$ cat src/rtl/rxdata_pkg.sv
// Shared constants and types for the rxdata hex-line parser.
// The ASCII codes, state encoding and digit limit live here so that other parsers can reuse them.
package rxdata_pkg;

    localparam logic [7:0] CH_ZERO = 8'h30;
    localparam logic [7:0] CH_X_LO = 8'h78;
    localparam logic [7:0] CH_X_HI = 8'h58;
    localparam logic [7:0] CH_CR   = 8'h0D;
    localparam logic [7:0] CH_LF   = 8'h0A;

    localparam logic [1:0] ST_IDLE   = 2'd0;
    localparam logic [1:0] ST_ZERO   = 2'd1;
    localparam logic [1:0] ST_X      = 2'd2;
    localparam logic [1:0] ST_DIGITS = 2'd3;

    localparam logic [3:0] MAX_DIGITS = 4'd8;

    typedef enum logic [1:0] {
        IDLE   = ST_IDLE,
        ZERO   = ST_ZERO,
        X      = ST_X,
        DIGITS = ST_DIGITS
    } state_t;

    function automatic logic is_eol(input logic [7:0] ch);
        return (ch == CH_CR) || (ch == CH_LF);
    endfunction

endpackage

$ cat src/rtl/rxdata_hex2nib.sv
// Combinational ASCII hex-digit decoder: 0-9, A-F and a-f map to a nibble plus a valid flag.
module hex2nib (
    input  logic [7:0] i_char,
    output logic [3:0] o_nib,
    output logic       o_valid
);

    logic is_dec;
    logic is_alpha;

    // Letters A-F and a-f both carry 1..6 in the low nibble, so one +9 covers both cases.
    always_comb begin
        is_dec   = (i_char >= 8'h30) && (i_char <= 8'h39);
        is_alpha = ((i_char >= 8'h41) && (i_char <= 8'h46)) ||
                   ((i_char >= 8'h61) && (i_char <= 8'h66));
        o_valid  = is_dec || is_alpha;
        o_nib    = is_alpha ? (i_char[3:0] + 4'd9) : i_char[3:0];
    end

endmodule

$ cat src/rtl/rxdata.sv
// Parses "0x" + 1..8 hex digits + CR/LF from a byte stream into a 32-bit word,
// pulsing o_stb on a complete line and o_err on malformed input or an inter-byte timeout.
module rxdata
    import rxdata_pkg::*;
#(
    parameter logic [23:0] TIMEOUT = 24'd0
) (
    input  logic        i_clk,
    input  logic        i_reset,
    input  logic        i_stb,
    input  logic [7:0]  i_data,
    output logic        o_stb,
    output logic [31:0] o_data,
    output logic        o_err,
    output logic        o_busy
);

    state_t      state_q;
    state_t      state_d;
    logic [31:0] acc_q;
    logic [31:0] acc_d;
    logic [3:0]  count_q;
    logic [3:0]  count_d;
    logic [23:0] timer_q;
    logic [23:0] timer_d;
    logic [31:0] data_d;
    logic        stb_d;
    logic        err_d;
    logic        abort;
    logic        timeout_hit;
    logic [3:0]  nib;
    logic        nib_valid;

    hex2nib u_hex2nib (
        .i_char  (i_data),
        .o_nib   (nib),
        .o_valid (nib_valid)
    );

    assign o_busy = (state_q != IDLE);

    always_comb begin
        state_d     = state_q;
        acc_d       = acc_q;
        count_d     = count_q;
        data_d      = o_data;
        stb_d       = 1'b0;
        err_d       = 1'b0;
        abort       = 1'b0;
        timer_d     = 24'd0;
        timeout_hit = 1'b0;

        // A byte arriving on the expiry cycle wins: expiry only considered when i_stb is low.
        if ((TIMEOUT != 24'd0) && (state_q != IDLE) && !i_stb) begin
            if (timer_q == TIMEOUT - 24'd1) begin
                timeout_hit = 1'b1;
            end else begin
                timer_d = timer_q + 24'd1;
            end
        end

        if (timeout_hit) begin
            abort = 1'b1;
        end else if (i_stb) begin
            case (state_q)
                IDLE: begin
                    if (i_data == CH_ZERO) begin
                        state_d = ZERO;
                    end
                end
                ZERO: begin
                    if ((i_data == CH_X_LO) || (i_data == CH_X_HI)) begin
                        state_d = X;
                    end else begin
                        abort = 1'b1;
                    end
                end
                X: begin
                    if (nib_valid) begin
                        state_d = DIGITS;
                        acc_d   = {28'h0, nib};
                        count_d = 4'd1;
                    end else begin
                        abort = 1'b1;
                    end
                end
                DIGITS: begin
                    if (nib_valid) begin
                        if (count_q < MAX_DIGITS) begin
                            acc_d   = {acc_q[27:0], nib};
                            count_d = count_q + 4'd1;
                        end else begin
                            abort = 1'b1;
                        end
                    end else if (is_eol(i_data)) begin
                        data_d  = acc_q;
                        stb_d   = 1'b1;
                        state_d = IDLE;
                        acc_d   = 32'h0;
                        count_d = 4'd0;
                    end else begin
                        abort = 1'b1;
                    end
                end
                default: state_d = IDLE;
            endcase
        end

        if (abort) begin
            state_d = IDLE;
            err_d   = 1'b1;
            acc_d   = 32'h0;
            count_d = 4'd0;
            timer_d = 24'd0;
        end
    end

    always_ff @(posedge i_clk) begin
        if (i_reset) begin
            state_q <= IDLE;
            acc_q   <= 32'h0;
            count_q <= 4'd0;
            timer_q <= 24'd0;
            o_data  <= 32'h0;
            o_stb   <= 1'b0;
            o_err   <= 1'b0;
        end else begin
            state_q <= state_d;
            acc_q   <= acc_d;
            count_q <= count_d;
            timer_q <= timer_d;
            o_data  <= data_d;
            o_stb   <= stb_d;
            o_err   <= err_d;
        end
    end

endmodule

$ cat config.mk
export PLATFORM = sky130hd
export DESIGN_NAME = rxdata
export DESIGN_NICKNAME = d
export VERILOG_FILES = /design/src/rtl/rxdata_pkg.sv /design/src/rtl/rxdata_hex2nib.sv /design/src/rtl/rxdata.sv
export SDC_FILE = /design/constraint.sdc
export NUM_CORES = 1
export LEC_CHECK = 0
export ABC_CLOCK_PERIOD_IN_PS = 2400
export BUFFER_PORTS_ARGS = -buffer_cell sky130_fd_sc_hd__clkbuf_2
export CORE_MARGIN = 5
export CORE_UTILIZATION = 45
export CTS_BUF_LIST = sky130_fd_sc_hd__clkbuf_8
export DETAILED_ROUTE_END_ITERATION = 8
export PLACE_DENSITY = 0.68
export REMOVE_ABC_BUFFERS = 1
export SYNTH_ARGS = -nofsm -noshare
export SYNTH_HDL_FRONTEND = slang
export SYNTH_SLANG_ARGS = --single-unit
$ cat constraint.sdc
create_clock -name i_clk -period 2.4 [get_ports i_clk]
set_input_delay 0.48 -clock i_clk [delete_from_list [all_inputs] [get_ports i_clk]]
set_output_delay 0.48 -clock i_clk [all_outputs]
set_load 0.01 [all_outputs]
; ---- Yosys cells after proc, flatten, opt, wreduce, memory -nomap -nowiden
; Index checks and enable logic that the tools add are counted.
[word_totals]
regBits = 72
[classes]
add_sub_neg = 2
n_eq_ne = 15
reduce_logical = 15
order_cmp = 7
n_bitwise = 3
n_mux = 26
[ops]
columns = op, n
row1 = $mux 32, 4
row2 = $pmux 32 s2, 1
row3 = $mux 4, 5
row4 = $eq 8x4->1 const B, 2
row5 = $eq 8x7->1 const B, 2
row6 = $ge 8x7->1 const B, 2
row7 = $le 8x7->1 const B, 2
row8 = $mux 2, 5
row9 = $ne 2x2->1 const B, 5
row10 = $eq 8x6->1 const B, 1
row11 = $ge 8x6->1 const B, 1
row12 = $le 8x6->1 const B, 1
row13 = $mux 1, 8
row14 = $pmux 2 s4, 1
row15 = $pmux 4 s2, 1
row16 = $ne 3x3->1 const B, 2
row17 = $reduce_and 6->1, 1
row18 = $reduce_and 5->1, 1
row19 = $add 4x1->4 const B, 1
row20 = $add 4x4->4 const B, 1
row21 = $eq 2x2->1 const B, 2
row22 = $logic_or 1x1->1, 4
row23 = $lt 4x4->1 const B, 1
row24 = $reduce_and 4->1, 1
row25 = 8 further kinds, 13

; ---- Logic depth before layout (Yosys ltp)
[logic_depth]
depth_word = 8
depth_mapped = 9
depth_no_buf = 7

; ---- Cells and area by module
; From an unflattened synthesis, not the netlist that was laid out.
[hier_totals]
cells_unflattened = 390
hier_area_um2 = 3463.3
[by_module_without_submodules]
columns = module, cells_per_inst, instances, area_per_inst_um2, seq_area_each_um2
row1 = rxdata, 366, 1, 3274.4, 1441.4
row2 = hex2nib, 24, 1, 188.9, 0.0

; ---- Worst setup path after synthesis
; Ideal clock, no wire load.
[synth_path]
path_kind = input to register
startpoint = input port i_data[1]
endpoint = register acc_q[3]
setup_slack_ns = 0.053
arrival_ns = 2.226
n_path_buf = 2
t_required_ns = 2.279
path_stages = 9
cell_sequence = inv_1 ha_1 or3b_2 nand3_1 and2_1 a311o_1 buf_2 buf_2 a21oi_1
[synth_between]
elab_chain_len = 8
elab_cells_between_ends = 34
[synth_rtl]
columns = element, line
row1 = start: declaration, rxdata.sv:11  ; input logic [7:0] i_data,
row2 = "$ge 8x7->1, or another cell as far along", rxdata_hex2nib.sv:14  ; is_alpha = ((i_char >= 8'h41) && (i_char <= 8'h46)) ||
row3 = "$logic_and 1x1->1, on equally long branches", "rxdata_hex2nib.sv:14, rxdata_hex2nib.sv:15"
row4 = $logic_or 1x1->1, rxdata_hex2nib.sv:14
row5 = $logic_or 1x1->1, rxdata_hex2nib.sv:16  ; o_valid = is_dec || is_alpha;
row6 = "$mux 1, on equally long branches", "rxdata.sv:88, rxdata.sv:79"
row7 = $pmux 1 s3, rxdata.sv:65  ; case (state_q)
row8 = $mux 1, rxdata.sv:64  ; end else if (i_stb) begin
row9 = $reduce_or 2->1 (no source line), n/a
row10 = end signal: assignment, rxdata.sv:121  ; acc_q <= 32'h0;
row11 = end signal: assignment, rxdata.sv:129  ; acc_q <= acc_d;
row12 = end: declaration, rxdata.sv:20  ; logic [31:0] acc_q;
; Parallel ways exist; a longest one is shown, timed or not. The select of a mux whose other input is x is not followed.
; A chain may end at the register's enable or synchronous reset.

; ---- Worst setup path after layout
[layout_path]
startpoint = register state_q[0]
endpoint = register acc_q[3]
[layout_between]
elab_chain_len = 4
elab_cells_between_ends = 12
[layout_rtl]
columns = element, line
row1 = start: declaration, rxdata.sv:18  ; state_t state_q;
row2 = start signal: assignment, rxdata.sv:128  ; state_q <= state_d;
row3 = $eq 2x2->1 or $eq 2x1->1 (tied branches), rxdata.sv:65
row4 = $pmux 1 s3, rxdata.sv:65
row5 = $mux 1, rxdata.sv:64
row6 = $reduce_or 2->1 (no source line), n/a
; Parallel ways exist; a longest one is shown, timed or not.

==> flow_summary_export.csv <==
group,metric,value,unit
finish,finalNonFillerCells,535,
finish,final_common_cell,"dfxtp_1",
critical_path,end_of_the_worst_register_to_register_path,"acc_q[3]",
critical_path,critical_path.n_buffers_inverters,1,
critical_path,r2r_cell_count,7,
timing,tightestPinTransition,0.372,ns
clock_network,ctsHoldBuffers,0,
grt,initial_antenna_violation_count,0,
timing,top_achievable_clock_speed,472,MHz
floorplanning,die_w,94.1,um
placement,hpwlAfterDp,4860,um
clock_network,ctsResizeCount,0,
drt,totalWireLength,7390,um
floorplanning,floorplan.die.height,94.1,um
drt,wl_per_cell,13.8,um
synth,synth-async-reset-ratio,0,
drt,post_drt_via_cell_ratio,5.36,
critical_path,cpPeakStageDelay,0.54,ns
finish,ff_latch_area,1440,sq um
synth,synth.distinct_cells,43,
synth,synth_compound_area_frac,0.238,
hold_path,hold_depth,2,
synth,post_synth_main_area_contributors,"dfxtp_1, a21oi_1, nand2_1",
timing,finalHoldWorstSlack,0.454,ns
synth,synth_xor_area_frac,0.00275,
clock_network,clkTransAtPathRegs,0.09,ns
grt,grt_pass1_wl,12400,um
synth,synthAdderAreaFrac,0.0433,
clock_network,clkSinkCount,72,
hold_path,hold_path_class,"flop to flop",
finish,finish.instance_area,3910,sq um
timing,min_period_over_period,0.882,
finish,num-fill-cells,655,
timing,final-setup-viol-count,0,
synth,synth_mux_area_frac,0.00315,
clock_network,worstSkewPairLatency,0.36,ns
synth,synth_largest_area_cell,"dfxtp_1",
finish,finish.net_count,456,
finish,antennaDiodeCount,0,
power_and_ir_drop,power.leakage,1.42,nW
synth,yosys.area_share.simple,0.207,
drt,drc,0,
critical_path,worst-path-max-fanout,20,
synth,synth_sequential_area_ratio,0.453,
critical_path,crit_slowest_cell,"or4_1",
finish,postLayoutCoreUtil,0.573,
floorplanning,initial_core_util,0.465,
grt,maximum_number_of_pins_on_one_net_before_global_route_repair,35,
clock_network,cts_root_buffer,"clkbuf_8",
floorplanning,number_of_primary_i_o_pins,46,
timing,final_worst_slack,0.283,ns
critical_path,reg2reg_setup_slack,0.28,ns
drt,drt_iter0_markers,163,
finish,layout-area-overhead-vs-synth,23.0,%
placement,post-place-ws,-0.0426,ns
drt,antenna_violating_nets_post_route,0,
timing,rsz0062_at_grt,"no",
finish,multi_input_area,1590,sq um
critical_path,worstReg2RegStart,"state_q[0]",
clock_network,inserted_clock_buffers,9,
critical_path,cp.arrival,2.40,ns
synth,combinational_family_with_the_most_area_after_synthesis,"compound AO/OA/AOI/OAI gates",
critical_path,crit_path_end_kind,"flop",
timing,timing_hold_violations_final,0,
flow_run,max_cap_violations,0,
synth,postSynthRegisterBits,72,
hold_path,worstHoldStart,"o_data[31]",
power_and_ir_drop,power.ir.vdd_worst,252,uV
placement,routabilityCongestion,0.821,
placement,placement.cell_area,3680,sq um
grt,grt-ovfl-total,0,
power_and_ir_drop,power.total,2.36,mW
placement,portBuffers,45,
synth,mappedNetlistArea,3180,sq um
power_and_ir_drop,power.density_cell_area,604,nW/um^2
floorplanning,design.die.area,8850,sq um
timing,maxSlewHeadroom,0.752,
placement,numPlacedInstances,519,
drt,vias,2866,
clock_network,cts_tree,"built",
timing,report.final.slew_viol_count,0,
finish,layout.cells.most_common_list,"dfxtp_1, a21oi_1, nand2_1",
synth,syn_inst,381,
synth,synth.top_cell.area_share,0.453,
critical_path,critPathLaunchType,"flop",
floorplanning,fp.coreArea,6830,sq um
run_status,status,"complete, no violations",
finish,final_layout_size_suffix_gt1_frac,0.226,
hold_path,hold_end,"o_data[31]",
critical_path,cp_top_family,"simple AND/OR/NAND/NOR gates",
synth,yosys_warnings,0,
floorplanning,row_count,30,
clock_network,postCtsSetupRepairBufs,0,
grt,grt_use_total,0.174,
clock_network,max-clock-path-buffers,2,
timing,finalCriticalPeriod,2.12,ns
timing,skew,0.0107,ns
drt,drt-pass1-iter-count,4,
synth,syn_area_per_cell,8.34,sq um
synth,postSynth.topFlopCell,"dfxtp_1",
critical_path,required,2.68,ns
critical_path,sequence_of_cells_on_the_critical_path,"ha_1, nand2_1, or4_1, nor2_8, buf_12, o221ai_1, a21oi_1",
grt,grt_pass1_vias,2677,
clock_network,cts_htree_levels,3,
critical_path,worst-setup-path-type,"flop to flop",
timing,fin_setup_tns,0,ns
synth,synth_enable_flop_cells,0,
layout make-up:
cell class	instances	area share
inverters	8	0.00768
clock buffers	9	0.0317
flip-flops and latches	72	0.369
repair buffers	74	0.129
clock inverters	7	0.0262
multi-input cells	269	0.406
well taps	96	0.0307
report_power, final:
group	switching, mW	internal, mW
logic	0.0501	0.0336
clock network	0.487	0.599
registers	0.000119	1.19
total	0.538	1.83
worst reg2reg max path, cell delays in order, from the launching register on:
cell and delay [ns]:
dfxtp_1 0.39, ha_1 0.35, nand2_1 0.18, or4_1 0.54
nor2_8 0.17, buf_12 0.17, o221ai_1 0.11, a21oi_1 0.14
Yosys cell counts, drive strengths merged, types with 2 or more instances:
cell	count
ha	11
nor3	5
dfxtp	72
nor2b	4
inv	8
o21ai	3
nand2	66
o211ai	32
a21o	3
nand2b	3
nor2	4
nand3	41
a41oi	2
or4	2
clkbuf	24
a21oi	70
a21boi	2
buf	8
worst max-delay path by stage:
stage / from / slack (ns) / cells past startpoint / endpoint
finish: state_q[0] / 0.28 / 7 / acc_q[3]
global route: state_q[0] / 0.15 / 7 / acc_q[15]
CTS: state_q[0] / 0.28 / 7 / acc_q[12]
detailed placement: i_data[0] / -0.04 / 9 / acc_q[25]
global placement: i_data[0] / 0.02 / 9 / acc_q[5]
floorplan: i_data[6] / -1.71 / 5 / acc_q[0]
cells by family after synthesis:
| group | after synthesis |
|---|---|
| buffers and inverters | 40 |
| AND/OR/NAND/NOR | 134 |
| flip-flops | 72 |
| adder cells (fa/ha/maj) | 11 |
| multiplexers | 1 |
| XOR/XNOR | 1 |
| AO/OA/AOI/OAI | 122 |
state kept, by name (all words and copies together) (netlist names):
register	flops
acc_q	32
count_q	4
o_data	32
o_err	1
o_stb	1
state_q	2
layer usage:
metal  routed length, um  track usage  part of all wire  vias to the layer above
met5                   0            0                 0                        -
met4                  89       0.0722             0.012                        0
met3                 402       0.0377             0.054                       11
met2                3360        0.273              0.45                       79
met1                3540        0.232              0.48                     1306
li1                    -            -                 -                     1470
Note: power is estimated with default switching activity, not from simulation.
